### config.mk
export PLATFORM = sky130hd
export DESIGN_NAME = lvds_frame_rx
export DESIGN_NICKNAME = d
export VERILOG_FILES = /design/src/rtl/lvds_rx_pkg.sv /design/src/rtl/lvds_rx_fifo.sv /design/src/rtl/lvds_frame_rx.sv
export SDC_FILE = /design/constraint.sdc
export NUM_CORES = 1
export LEC_CHECK = 0
export ABC_AREA = 1
export BUFFER_PORTS_ARGS = -buffer_cell sky130_fd_sc_hd__buf_2
export CORE_MARGIN = 8
export CORE_UTILIZATION = 39
export DETAILED_ROUTE_END_ITERATION = 8
export GPL_TIMING_DRIVEN = 0
export SETUP_SLACK_MARGIN = 0.5
export SLEW_MARGIN = 20
export SYNTH_ARGS = -nofsm -noshare
export SYNTH_HDL_FRONTEND = slang
export SYNTH_SLANG_ARGS = --single-unit
### constraint.sdc
create_clock -name clk -period 4.79 [get_ports clk]
set_input_delay 0.2395 -clock clk [delete_from_list [all_inputs] [get_ports clk]]
set_output_delay 0.2395 -clock clk [all_outputs]
set_load 0.01 [all_outputs]
### src/rtl/lvds_rx_pkg.sv
// ---------------------------------------------------------------------------
// lvds_rx_pkg
// Shared definitions for the 2-lane LVDS frame receiver:
//   - FSM state encoding (IDLE, RECV, DROP)
//   - beats per byte and byte width
//   - layout of one output FIFO entry ({last, data})
// No ports; imported by lvds_rx_fifo and lvds_frame_rx.
// ---------------------------------------------------------------------------
package lvds_rx_pkg;

  localparam int BEATS_PER_BYTE = 4;
  localparam int BYTE_W         = 8;
  localparam int ENTRY_W        = BYTE_W + 1;

  typedef enum logic [1:0] {
    IDLE = 2'd0,
    RECV = 2'd1,
    DROP = 2'd2
  } rx_state_e;

  typedef struct packed {
    logic              last;
    logic [BYTE_W-1:0] data;
  } rx_entry_t;

endpackage

### src/rtl/lvds_rx_fifo.sv
// ---------------------------------------------------------------------------
// lvds_rx_fifo
// Synchronous first-word-fall-through FIFO for the LVDS receiver output.
// The head entry is presented combinationally from storage whenever the FIFO
// is not empty, so data is visible the cycle after it is written.
// A write into a full FIFO is accepted only if a read happens on the same
// edge; otherwise it is ignored (the caller flags the overflow).
// Ports:
//   clk      in   capture clock, posedge
//   rst      in   synchronous active-high reset (empties the FIFO)
//   wr_en    in   write request
//   wr_data  in   WIDTH-bit entry to write
//   rd_en    in   pop the head entry (ignored when empty)
//   rd_data  out  head entry (valid while !empty)
//   full     out  FIFO holds DEPTH entries
//   empty    out  FIFO holds no entries
// Parameters: DEPTH (power of 2, >=2), WIDTH.
// ---------------------------------------------------------------------------
module lvds_rx_fifo
  import lvds_rx_pkg::*;
#(
  parameter int DEPTH = 8,
  parameter int WIDTH = ENTRY_W
) (
  input  logic             clk,
  input  logic             rst,
  input  logic             wr_en,
  input  logic [WIDTH-1:0] wr_data,
  input  logic             rd_en,
  output logic [WIDTH-1:0] rd_data,
  output logic             full,
  output logic             empty
);

  localparam int AW = $clog2(DEPTH);

  logic [WIDTH-1:0] mem [DEPTH];
  logic [AW-1:0]    wr_ptr;
  logic [AW-1:0]    rd_ptr;
  logic [AW:0]      count;
  logic             do_wr;
  logic             do_rd;

  assign empty = (count == '0);
  assign full  = (count == (AW+1)'(DEPTH));
  assign do_rd = rd_en & ~empty;
  // A pop on the same edge frees a slot, so a full FIFO still takes the write.
  assign do_wr = wr_en & (~full | do_rd);

  assign rd_data = mem[rd_ptr];

  // Pointers wrap naturally because DEPTH is a power of two.
  always_ff @(posedge clk) begin
    if (rst) begin
      wr_ptr <= '0;
      rd_ptr <= '0;
      count  <= '0;
    end else begin
      if (do_wr) wr_ptr <= wr_ptr + AW'(1);
      if (do_rd) rd_ptr <= rd_ptr + AW'(1);
      count <= count + (AW+1)'(do_wr) - (AW+1)'(do_rd);
    end
  end

  always_ff @(posedge clk) begin
    if (do_wr) mem[wr_ptr] <= wr_data;
  end

endmodule

### src/rtl/lvds_frame_rx.sv
// ---------------------------------------------------------------------------
// lvds_frame_rx
// Receive side of the 2-lane LVDS capture path. While lvds_flag is high each
// posedge is one beat; four beats rebuild one byte (lane 0 carries bits 0..3,
// lane 1 carries bits 4..7, one bit of each per beat). Completed bytes are
// pushed with a last marker into a small FWFT output FIFO. The frame length is
// checked when the flag falls.
// Ports:
//   clk         in   capture clock, posedge
//   rst         in   synchronous active-high reset
//   lvds_data0  in   lane 0 (bit j of the byte on beat j)
//   lvds_data1  in   lane 1 (bit j+4 of the byte on beat j)
//   lvds_flag   in   frame enable, high for the whole frame burst
//   m_data      out  output byte
//   m_last      out  final byte of a correct-length frame
//   m_valid     out  output byte valid
//   m_ready     in   downstream accept (transfer = m_valid & m_ready)
//   len_err     out  one-cycle pulse: frame short/long or ended mid-byte
//   ovf         out  sticky: a byte was dropped because the FIFO was full
// Optional (macro LVDS_RX_STATS_EN):
//   frame_cnt   out  number of correct frames, wrapping
//   err_cnt     out  number of len_err pulses, wrapping
// ---------------------------------------------------------------------------
module lvds_frame_rx
  import lvds_rx_pkg::*;
#(
  parameter int FRAME_LEN = 896,
  parameter int OUT_DEPTH = 8,
  parameter int CNT_W     = 16
) (
  input  logic              clk,
  input  logic              rst,
  input  logic              lvds_data0,
  input  logic              lvds_data1,
  input  logic              lvds_flag,
  output logic [BYTE_W-1:0] m_data,
  output logic              m_last,
  output logic              m_valid,
  input  logic              m_ready,
  output logic              len_err,
  output logic              ovf
`ifdef LVDS_RX_STATS_EN
  ,
  output logic [CNT_W-1:0]  frame_cnt,
  output logic [CNT_W-1:0]  err_cnt
`endif
);

  localparam logic [CNT_W-1:0] LEN_C    = CNT_W'(FRAME_LEN);
  localparam logic [CNT_W-1:0] LAST_IDX = CNT_W'(FRAME_LEN - 1);
  localparam logic [CNT_W-1:0] CNT_MAX  = '1;
  localparam logic [1:0]       LAST_BEAT = 2'(BEATS_PER_BYTE - 1);

  rx_state_e         state;
  logic [1:0]        beat_cnt;
  logic [CNT_W-1:0]  byte_cnt;
  logic [BYTE_W-1:0] sr;
  logic              wr_pend;
  logic              wr_last;

  logic              frame_end;
  logic              frame_bad;
  logic              fifo_full;
  logic              fifo_empty;
  logic              rd_en;
  rx_entry_t         wr_entry;
  rx_entry_t         rd_entry;

  // First edge with the flag low while a frame is open closes it.
  assign frame_end = (state != IDLE) && !lvds_flag;
  assign frame_bad = (byte_cnt != LEN_C) || (beat_cnt != 2'd0) || (state == DROP);

  // Sampler, FSM and counters. A completed byte is only flagged here
  // (wr_pend); the FIFO captures sr on the following edge, before the
  // next beat's non-blocking update of sr can land.
  always_ff @(posedge clk) begin
    if (rst) begin
      state    <= IDLE;
      beat_cnt <= '0;
      byte_cnt <= '0;
      sr       <= '0;
      wr_pend  <= 1'b0;
      wr_last  <= 1'b0;
      len_err  <= 1'b0;
    end else begin
      wr_pend <= 1'b0;
      len_err <= 1'b0;
      if (frame_end) begin
        len_err  <= frame_bad;
        state    <= IDLE;
        beat_cnt <= '0;
        byte_cnt <= '0;
      end else begin
        case (state)
          IDLE: begin
            if (lvds_flag) begin
              state    <= RECV;
              sr[0]    <= lvds_data0;
              sr[4]    <= lvds_data1;
              beat_cnt <= 2'd1;
              byte_cnt <= '0;
            end
          end
          RECV: begin
            if (byte_cnt == LEN_C) begin
              // Frame already complete but flag still high: overlong frame.
              state    <= DROP;
              beat_cnt <= beat_cnt + 2'd1;
            end else begin
              sr[{1'b0, beat_cnt}] <= lvds_data0;
              sr[{1'b1, beat_cnt}] <= lvds_data1;
              beat_cnt <= beat_cnt + 2'd1;
              if (beat_cnt == LAST_BEAT) begin
                wr_pend  <= 1'b1;
                wr_last  <= (byte_cnt == LAST_IDX);
                byte_cnt <= byte_cnt + CNT_W'(1);
              end
            end
          end
          DROP: begin
            beat_cnt <= beat_cnt + 2'd1;
            if (beat_cnt == LAST_BEAT && byte_cnt != CNT_MAX)
              byte_cnt <= byte_cnt + CNT_W'(1);
          end
          default: state <= IDLE;
        endcase
      end
    end
  end

  assign wr_entry.last = wr_last;
  assign wr_entry.data = sr;

  assign rd_en = m_valid & m_ready;

  lvds_rx_fifo #(
    .DEPTH (OUT_DEPTH),
    .WIDTH (ENTRY_W)
  ) u_fifo (
    .clk     (clk),
    .rst     (rst),
    .wr_en   (wr_pend),
    .wr_data (wr_entry),
    .rd_en   (rd_en),
    .rd_data (rd_entry),
    .full    (fifo_full),
    .empty   (fifo_empty)
  );

  assign m_valid = ~fifo_empty;
  assign m_data  = rd_entry.data;
  assign m_last  = rd_entry.last;

  // A write is lost only when the FIFO is full and not being popped.
  always_ff @(posedge clk) begin
    if (rst) begin
      ovf <= 1'b0;
    end else if (wr_pend && fifo_full && !rd_en) begin
      ovf <= 1'b1;
    end
  end

`ifdef LVDS_RX_STATS_EN
  always_ff @(posedge clk) begin
    if (rst) begin
      frame_cnt <= '0;
      err_cnt   <= '0;
    end else if (frame_end) begin
      if (frame_bad) err_cnt   <= err_cnt + CNT_W'(1);
      else           frame_cnt <= frame_cnt + CNT_W'(1);
    end
  end
`endif

endmodule

* Word level (Yosys, flattened, before mapping) *
Memories as Yosys holds them, arrays and structs flattened. A register that Yosys moved wholly into a read port is not among the register bits.
Cells that the tools add are included.

word-level totals
  register bits = 42
  memory bits (writable) = 72
  bits of input ports = 6
  output and inout bits = 12
  memories kept = 1

memories
  name        words  width  read ports  clocked after memory_dff  wr ports  line                RTL
  u_fifo.mem  8      9      1           1                         1         lvds_rx_fifo.sv:37  logic [WIDTH-1:0] mem [DEPTH];

operators by class
  add/sub/neg operators = 6
  magnitude comparators = 4
  equal/unequal tests = 13
  multiplexer cells = 25
  bitwise logic cells = 10
  reduce and logical (&&, ||, !) cells = 27

operators by type and width
  operator                 count
  $mux W16                 4
  $pmux W16 S3             1
  $eq A16 B10 Y1 const B   2
  $add A16 B1 Y16 const B  1
  $bwmux W8                2
  $ne A16 B10 Y1 const B   1
  $ne A16 B16 Y1 const B   1
  $ne A2 B2 Y1 const B     4
  $reduce_and A4 Y1        2
  $reduce_bool A2 Y1       4
  $mux W1                  7
  $add A3 B1 Y3 const B    2
  $logic_and A1 B1 Y1      6
  $mux W3                  2
  $not A1 Y1               6
  $pmux W2 S3              1
  $reduce_and A3 Y1        2
  $reduce_or A2 Y1         3
  $mux W5                  1
  $reduce_and A5 Y1        1
  $add A4 B1 Y4            1
  $demux W1 S2             2
  $eq A2 B2 Y1 const B     2
  $eq A4 B4 Y1 const B     1
  20 further kinds         26

* Logic depth before layout (Yosys ltp) *
Gate-level depths: netlist (run 1).

  depth after elaboration = 8
  mapped depth = 12
  depth with buffers taken out = 12

* Cells and area by module *
From an unflattened synthesis (run 1), not the netlist that was laid out.

second synthesis, totals
  cells, all modules = 609
  area total of the unflattened synthesis = 5540.3 um^2

modules (own cells, without submodules)
  module         times used  cells each  area each (um^2)  seq. area each (um^2)
  lvds_rx_fifo   1           311         3578.4            2422.3
  lvds_frame_rx  1           298         1961.9            640.6

* Worst setup path after synthesis (run 1) *
No wires, ideal clock.

  kind = reg2reg
  from = reg u_fifo.count[2]
  to = reg u_fifo.count[2]
  setup time = 0.128 ns
  arrival time = 1.871 ns
  required time = 4.662 ns
  setup slack = 2.791 ns
  cell stages (with the launch flop) = 12
  period minus slack after synthesis = 1.999 ns
  path through = dfxtp_1 inv_1 ha_1 nand2_1 nand2_1 inv_1 ha_1 inv_1 ha_1 fa_1 xnor2_1 nor2_1

on the way
  cells in the longest elaborated chain, start to end = 8
  elaborated cells on any way between the ends = 10

RTL lines
  what                    line                  RTL
  from (decl)             lvds_rx_fifo.sv:40    logic [AW:0] count;
  from (signal assigned)  lvds_rx_fifo.sv:61    count <= count + (AW+1)'(do_wr) - (AW+1)'(do_rd);
  $logic_not A4 Y1 (*)    lvds_rx_fifo.sv:44    assign empty = (count == '0);
  $not A1 Y1 (*)          lvds_frame_rx.sv:150  assign m_valid = ~fifo_empty;
  net m_valid             lvds_frame_rx.sv:38   output logic m_valid,
  $and A1 B1 Y1           lvds_frame_rx.sv:134  assign rd_en = m_valid & m_ready;
  $and A1 B1 Y1 (*)       lvds_rx_fifo.sv:46    assign do_rd = rd_en & ~empty;
  net u_fifo.do_rd        lvds_rx_fifo.sv:42    logic do_rd;
  $or A1 B1 Y1            lvds_rx_fifo.sv:48    assign do_wr = wr_en & (~full | do_rd);
  $and A1 B1 Y1           lvds_rx_fifo.sv:48
  $add A4 B1 Y4           lvds_rx_fifo.sv:61
  $sub A4 B1 Y4 (*)       lvds_rx_fifo.sv:61

Mark *: on every way through the listed nets, which the timed path passes. The rest lies on a longest branch.
A chain may end at the register's enable or synchronous reset.

==> flow_summary.yaml, run 1 <==
timing:
  skew_ns: 0.01582
  period_share: 0.5313
  worst_pin_slew_ns: 0.9265
  finalHoldViolCount: 0
  finalSetupViolations: 0
  tns_ns: 0
  slew_viol_final: 0
  relSlewSlack: 0.3801
  fin_ws_ns: 2.245
  rsz0062_at_grt: "no"
  whs_ns: 0.06139
  clock.fmax_mhz: 392.9
  layout_min_cycle_time_ns: 2.545
clocking:
  cts_made_buffers: 17
  cts_tree: "done"
  clk_latency_ns: 0.41
  holdBufCountCts: 0
  clkSlewWorstSetupHoldPaths_ns: 0.05
  cts_setup_buffers: 0
  ctsLongestPathBuffers: 2
  cts_max_level: 4
  post_cts_resized: 0
  cts_root_buffer: "clkbuf_16"
  clock_sinks: 117
logic_synthesis:
  synth_nets: 605
  synthMuxAreaShare: 0
  synthArstFlopShare: 0
  netlist_area_sq_mm: 0.005325
  yosys_warnings: 0
  synth_cells: 579
  yosys.area_share.simple: 0.2187
  yosys.area_share.adder: 0.04840
  ys_top_cells_by_area: "edfxtp_1 (41%), dfxtp_1 (17%), nor2_1 (9.1%), nand2_1 (5.6%), ha_1 (4.5%)"
  synthFlopType: "edfxtp_1"
  yosys.area.top_type_share: 0.4060
  yosysTopAreaCell: "edfxtp_1"
  synth_seq_cells: 117
  synth_top_family_by_area: "simple AND/OR/NAND/NOR gates"
  ys_types: 34
  synth.avg_cell_area_sq_um: 9.197
  synth_edf_count: 72
  synth_xor_area_frac: 0.004934
  synth-compound-area-share: 0.1024
  synth_seq_area_share: 0.5752
place:
  numPortBuffers: 16
  dp_cells: 771
  pre_cts_ws_ns: 2.382
  place.gp.congestion: 0.8525
  dpl.hpwl_um: 8188
route:
  drc: 0
  first_iter_violations: 264
  via_count: 3991
  ant_nets: 0
  vias_per_cell: 4.970
  routedWlPerCell_um: 14.74
  drtPass1Iterations: 4
  routed_wl_um: 11830
cells_and_area:
  drive_gt1_frac: 0.1100
  area_growth_pct: 17.36
  fin_cells: 803
  final_nets: 640
  layout_commonest_cell: "nor2_1"
  layout_common_cells: "nor2_1 (129), nand2_1 (80), edfxtp_1 (72), dfxtp_1 (45), o21ai_0 (44)"
  diodes: 0
critical_path:
  critPathKind: "reg2out"
  cp.required_ns: 4.55
  cp-end-kind: "output pin"
  crit_fanout: 10
  cp_data_arrival_time_ns: 2.31
  startpoint_type: "flip-flop"
power:
  ir_drop_uv: 276.0
  p_leak_nw: 2.318
  power_density_mw_per_mm2: 579.8
global_route:
  grt_pass1_wl_um: 19640
  overflow: 0
  grt_max_degree: 17
  antenna_found_initial: 0
  grtUsageTotal: 0.1381
  grt_pass1_vias: 3983
die:
  rows: 42
  io_pins: 18
  initial_core_util: 0.4005
  die_h_um: 132.9
  core_sq_mm: 0.01330
  die_area_sq_mm: 0.01765
  die_x_um: 132.9
hold_path:
  hold_path_class: "in2reg"
status:
  status: "finished clean"
flow_run:
  max-cap-violations: 0
state kept, by name, indices dropped and copies added (netlist names), named ones only:
name           flops
u_fifo.mem        72
byte_cnt          16
sr                 8
u_fifo.count       4
u_fifo.rd_ptr      3
u_fifo.wr_ptr      3
beat_cnt           2
state              2
len_err            1
ovf                1
wr_last            1
wr_pend            1
critical path, cell delays in order (launching register included):
cell and delay [ns]:
dfxtp_1 0.29, buf_2 0.17, inv_1 0.22, clkbuf_1 0.42, o21ai_0 0.16, o22ai_1 0.14, nor2_1 0.05, a31oi_1 0.25
buf_2 0.19
path summary, 6_finish.rpt:
| path | start | endpoint | slack (ns) | depth (start not counted) |
|---|---|---|---|---|
| worst max-delay path | flip-flop | m_data[7] | 2.25 | 8 |
| worst min register to register | u_fifo.rd_ptr[2] | flip-flop | 0.45 | 1 |
| worst max register to register | u_fifo.count[2] | u_fifo.mem[4][8] | 2.44 | 9 |
| worst min-delay path | rst | sr[2] | 0.06 | 2 |
per-layer routing:
metal,GRT usage,share of wire,up-vias,wire [um]
met5,0,0,-,0
met4,0.05110,0.012,0,140
met3,0.03331,0.028,9,333
met2,0.2408,0.51,50,6041
met1,0.1605,0.45,1887,5317
li1,-,-,2045,-
through the flow:
| step | util | total power, mW | area [sq um] |
|---|---|---|---|
| 2_1_floorplan | - | 2.014 | 5325 |
| 3_3_place_gp | 0.4231 | 2.301 | 5625 |
| 3_5_place_dp | 0.4231 | 2.328 | 5625 |
| 4_1_cts | 0.4701 | 3.654 | 6250 |
| 5_1_grt | 0.4701 | 3.862 | 6250 |
| 6_report | 0.4701 | 3.624 | 6250 |
layout make-up:
type                            instances  area, sq um
Buffer                                 19        98.84
Clock buffer                           24        503.0
Clock inverter                          8        121.4
Fill cell                            1229         7046
Inverter                               45        168.9
Multi-Input combinational cell        398         1994
Sequential cell                       117         3063
Tap cell                              176        220.2
Timing Repair Buffer                   16        80.08
synth_stat cells, types with 3 or more instances:
cell type	number
buf_2	4
o21ai_0	44
nor2_2	3
a31oi_1	10
a21oi_1	32
nor3_1	3
nand4_1	7
dfxtp_1	45
ha_1	19
nand3_1	40
nand2_2	4
inv_1	41
clkbuf_1	11
edfxtp_1	72
nor2_1	129
o22ai_1	9
nand2_1	80
inv_2	3
report_power, final:
part,leakage (nW),switching [mW],internal [mW],total (mW)
sequential,1.05,0.0800,1.15,1.23
clock,0.305,0.437,0.888,1.33
combinational,0.964,0.695,0.369,1.06
cells by family (layout without fill, tap and decap cells):
| family | count (synthesis) | count (layout) |
|---|---|---|
| flip-flops | 117 | 117 |
| buffers and inverters | 64 | 112 |
| AO/OA/AOI/OAI | 101 | 101 |
| adder cells (fa/ha/maj) | 20 | 20 |
| AND/OR/NAND/NOR | 274 | 274 |
| XOR/XNOR | 3 | 3 |
No activity file was read; power rests on OpenSTA's default activity.
==> inputs of run 2 (changes only) <==
- clock period: 4.79 -> 2.39 ns (I/O delays scaled with it)
==> flow_summary.yaml, run 2 (synthesized netlist as in run 1, its figures left out) <==
status:
  status: "finished clean"
cells_and_area:
  final_nets: 660
  layout_common_cells: "nor2_1 (114), nand2_1 (76), edfxtp_1 (72), dfxtp_1 (41), nand3_1 (40)"
  multi_input_area_sq_mm: 0.002261
  finalInstanceArea_sq_mm: 0.006788
  seqCellArea_sq_mm: 0.003068
  layout_commonest_cell: "nor2_1"
  largest_reg_flops: 72
  diodes: 0
  fillers: 1200
  regMostFlops: "u_fifo.mem"
  area_growth_pct: 27.47
  fin_cells: 823
  top_regs: "u_fifo.mem: 72 flops, byte_cnt: 16 flops, sr: 8 flops"
  drive_gt1_frac: 0.2303
place:
  placed_area_sq_mm: 0.005638
  place.gp.congestion: 0.8764
  numPortBuffers: 16
  dpl.hpwl_um: 8331
  dp_cells: 771
global_route:
  grt_max_degree: 17
  overflow: 0
  antenna_found_initial: 0
  grtUsageTotal: 0.1462
  grt_pass1_wl_um: 20240
  grt_pass1_vias: 4184
route:
  via_count: 4185
  vias_per_cell: 5.085
  first_iter_violations: 276
  ant_nets: 0
  drc: 0
  routed_wl_um: 12650
  drtPass1Iterations: 5
  routedWlPerCell_um: 15.38
power:
  p_comb_frac: 0.364
  p_sw_mw: 2.646
  power_frac_seq: 0.338
  ir_drop_uv: 634.8
  p_leak_nw: 2.469
  power_frac_clock: 0.298
  power_density_mw_per_mm2: 1093
  p_int_mw: 4.773
  swShare: 0.3567
timing:
  period_share: 0.8275
  worst_pin_slew_ns: 0.5795
  relSlewSlack: 0.6137
  slew_viol_final: 0
  tns_ns: 0
  skew_ns: 0.009073
  finalHoldViolCount: 0
  finalSetupViolations: 0
  rsz0062_at_grt: "yes"
  layout_min_cycle_time_ns: 1.978
  clock.fmax_mhz: 505.6
die:
  io_pins: 18
  die_area_sq_mm: 0.01765
  rows: 42
  die_h_um: 132.9
  initial_core_util: 0.4005
  die_x_um: 132.9
  core_sq_mm: 0.01330
critical_path:
  cp_cell_sequence: "buf_8, clkinvlp_4, o21ai_0, o22ai_2, nor2_1, a31oi_1, buf_2"
  startpoint_type: "flip-flop"
  critPathKind: "reg2out"
  cp_top_family: "compound AO/OA/AOI/OAI gates"
  cp-end-kind: "output pin"
  cp_data_arrival_time_ns: 1.86
  crit_fanout: 7
  slowest_stage: "dfxtp_2"
  cp.required_ns: 2.27
  critPathMaxStageDelay_ns: 0.34
  critPathBufInv: 3
clocking:
  ctsLongestPathBuffers: 2
  clock_sinks: 117
  clk_latency_ns: 0.41
  cts_made_buffers: 17
  clkSlewWorstSetupHoldPaths_ns: 0.05
  cts_root_buffer: "clkbuf_16"
  cts_max_level: 4
  cts_tree: "done"
flow_run:
  max-cap-violations: 0
hold_path:
  hold_path_class: "in2reg"
==> run 2: cell count changes in the layout (fill, tap and decap cells not counted), sizes merged <==
cell,delta
clkinv,+1
nor2,+1
inv,-1
buf,+18
bufinv,-3
dlygate4sd3,+1
clkinvlp,+4
clkbuf,-1
==> run 2: power groups by stage <==
stage	sequential (mW)	clock (mW)	combinational, mW
after floorplan	2.46	0	1.60
after global placement	2.51	0	2.15
after detailed placement	2.52	0	2.21
after CTS	2.50	2.26	2.58
after global routing	2.53	2.36	3.00
final	2.51	2.21	2.70
==> run 2: layer usage <==
layer	vias up	wire length, um	global-route usage
met3	25	570	0.04391
met2	100	6442	0.2487
li1	2082	-	-
met4	0	409	0.08644
met1	1978	5232	0.1578
met5	-	0	0
==> run 2: tightest hold or removal path, stage by stage <==
cell     delay, ns
buf_2         0.13
nand3_1       0.08
a21oi_1       0.06
==> run 2: worst paths after layout <==
check                                 startpoint               end  slack [ns]  cells after the start
worst min register to register  u_fifo.rd_ptr[2]  u_fifo.rd_ptr[2]        0.45                      1
worst max-delay path                   flip-flop         m_data[0]        0.41                      7
worst min-delay path                  lvds_data0             sr[3]        0.02                      3
worst max register to register   u_fifo.count[2]   u_fifo.count[1]        0.52                     11
==> run 2: final cells by class <==
type                       count  area share
clock inverter                 8    0.008111
inverter                      45     0.02728
timing repair inverter         1    0.001106
tap                          176     0.03244
clock buffer                  24     0.06949
timing repair buffer          34     0.04608
multi-input combinational    399      0.3331
buffer                        19     0.03041
sequential                   117      0.4520
==> run 2: repair_timing <==
item | in CTS | in global routing
buffers inserted | 10 | 6
hold buffers | 1 | 0
hold endpoints to repair | 5 | 0
resized for setup | 89 | 25
endpoints found under the setup margin | 85 | 72
pin swaps | 19 | 14
cloned | 2 | 1
==> run 2: through the flow <==
stage | util | power (mW) | worst slack, ns | hold slack [ns]
floorplan | - | 4.058 | 0.5184 | 0.2825
global placement | 0.4241 | 4.657 | 0.1019 | 0.3613
detailed placement | 0.4241 | 4.723 | 0.04608 | 0.3661
CTS | 0.4976 | 7.327 | 0.4297 | 0.006175
global route | 0.5105 | 7.887 | 0.3483 | 0.01226
finish | 0.5105 | 7.419 | 0.4123 | 0.01988
==> inputs of run 3 (changes only) <==
- clock period: 2.39 -> 1.8 ns (I/O delays scaled with it)
==> flow_summary.yaml, run 3 (synthesized netlist as in run 1, its figures left out) <==
timing:
  finalHoldViolCount: 0
  clock.fmax_mhz: 537.3
  period_share: 1.034
  layout_min_cycle_time_ns: 1.861
  skew_ns: 0.01202
  worst_pin_slew_ns: 0.7232
  relSlewSlack: 0.5179
  fin_ws_ns: -0.06131
  rsz0062_at_grt: "yes"
  tns_ns: -0.3812
  slew_viol_final: 0
  finalSetupViolations: 20
die:
  core_sq_mm: 0.01330
  io_pins: 18
  initial_core_util: 0.4005
  die_area_sq_mm: 0.01765
  rows: 42
  die_x_um: 132.9
  die_h_um: 132.9
clocking:
  cts_max_level: 4
  cts_made_buffers: 17
  clk_latency_ns: 0.42
  ctsLongestPathBuffers: 2
  clock_sinks: 117
  cts_tree: "done"
  clkSlewWorstSetupHoldPaths_ns: 0.05
  cts_root_buffer: "clkbuf_16"
status:
  status: "finished, violations left"
  violations: "setup timing"
cells_and_area:
  layout_commonest_cell: "nor2_1"
  fillers: 980
  largest_reg_flops: 72
  top_regs: "u_fifo.mem: 72 flops, byte_cnt: 16 flops, sr: 8 flops"
  layout_common_cells: "nor2_1 (84), edfxtp_1 (72), nand2_1 (51), nor2_4 (35), buf_4 (30)"
  final_nets: 712
  finalInstanceArea_sq_mm: 0.008402
  regMostFlops: "u_fifo.mem"
  area_growth_pct: 57.78
  drive_gt1_frac: 0.5021
  diodes: 0
global_route:
  antenna_found_initial: 0
  overflow: 0
  grt_max_degree: 17
  grt_pass1_vias: 4581
  grtUsageTotal: 0.1698
  grt_pass1_wl_um: 23430
route:
  vias_per_cell: 5.266
  routedWlPerCell_um: 18.00
  ant_nets: 0
  first_iter_violations: 310
  drc: 0
  via_count: 4608
  drtPass1Iterations: 5
  routed_wl_um: 15750
critical_path:
  slowest_stage: "dfxtp_2"
  crit_fanout: 7
  cp.required_ns: 1.71
  startpoint_type: "flip-flop"
  cp_data_arrival_time_ns: 1.77
  cp_cell_sequence: "buf_12, inv_12, buf_8, nor2_4, o22ai_2, nor2_2, a31oi_2, buf_2"
  cp-end-kind: "output pin"
  critPathKind: "reg2out"
  ff2ff_setup_slack_ns: -0.04
  critPathMaxStageDelay_ns: 0.32
flow_run:
  max-cap-violations: 0
place:
  place.gp.congestion: 0.8478
  placed_area_sq_mm: 0.005987
  dpl.hpwl_um: 8495
  pre_cts_ws_ns: -0.3468
  numPortBuffers: 16
power:
  p_leak_nw: 3.038
  total_power_mw: 13.09
  power_density_mw_per_mm2: 1558
  ir_drop_uv: 935.5
hold_path:
  hold_path_class: "in2reg"
run 3: cell count changes in the layout (fill, tap and decap cells not counted), moves of 20 or more:
cell,previous run,this run
nor2_1,114,84
nand2_1,76,51
nand3_1,40,16
nor2_4,13,35
o21ai_0,36,15
buf_4,10,30
run 3: stage by stage:
stage	utilization	hold slack, ns	cells
global placement	0.4503	0.3362	771
floorplan	-	0.2528	579
detailed placement	0.4503	0.3434	771
finish	0.6319	0.05483	875
CTS	0.5823	0.02473	850
global route	0.6319	0.07702	875
run 3: layer usage:
layer  vias up  part of all wire  track usage  wire length (um)
li1       2206                 -            -                 -
met1      2231              0.38       0.1757              5967
met2       131              0.55       0.3135              8643
met3        40             0.042      0.04921               660
met4         0             0.031      0.06814               482
met5         -                 0            0                 0
run 3: final cells by class:
cell class | instances | area [sq um] | area share
inverters | 45 | 230.2 | 0.02740
plain buffers | 19 | 282.8 | 0.03366
repair buffers | 85 | 905.9 | 0.1078
repair inverters | 1 | 6.256 | 0.0007446
well taps | 176 | 220.2 | 0.02621
clock buffers | 23 | 457.9 | 0.05450
clock inverters | 9 | 155.1 | 0.01847
multi-input cells | 400 | 3024 | 0.3599
flip-flops and latches | 117 | 3119 | 0.3713
run 3: path summary, 6_finish.rpt:
check | cells past startpoint | to | start
max reg2reg | 10 | u_fifo.count[1] | u_fifo.count[2]
min reg2reg | 1 | u_fifo.rd_ptr[2] | u_fifo.rd_ptr[2]
max | 8 | m_last | flip-flop
min | 4 | len_err | lvds_flag
run 3: worst max-delay path, delay by kind of cell (launching register included):
kind,cells,cell delay [ns]
AO/OA/AOI/OAI,2,0.39
buffers and inverters,4,0.53
flip-flops,1,0.32
AND/OR/NAND/NOR,2,0.12
run 3: what timing repair did:
action	4_1_cts	5_1_grt
pin swaps	72	67
gates cloned	7	2
resized for setup	189	122
endpoints found under the setup margin	118	124
endpoints found under the hold margin	9	0
hold buffers	3	0
buffers inserted	37	23
run 3: report_power, final:
part / leakage [nW] / switching (mW) / total [mW] / internal, mW
sequential: 1.06 / 0.318 / 3.45 / 3.13
clock: 0.297 / 1.19 / 3.54 / 2.35
combinational: 1.68 / 3.27 / 6.10 / 2.83
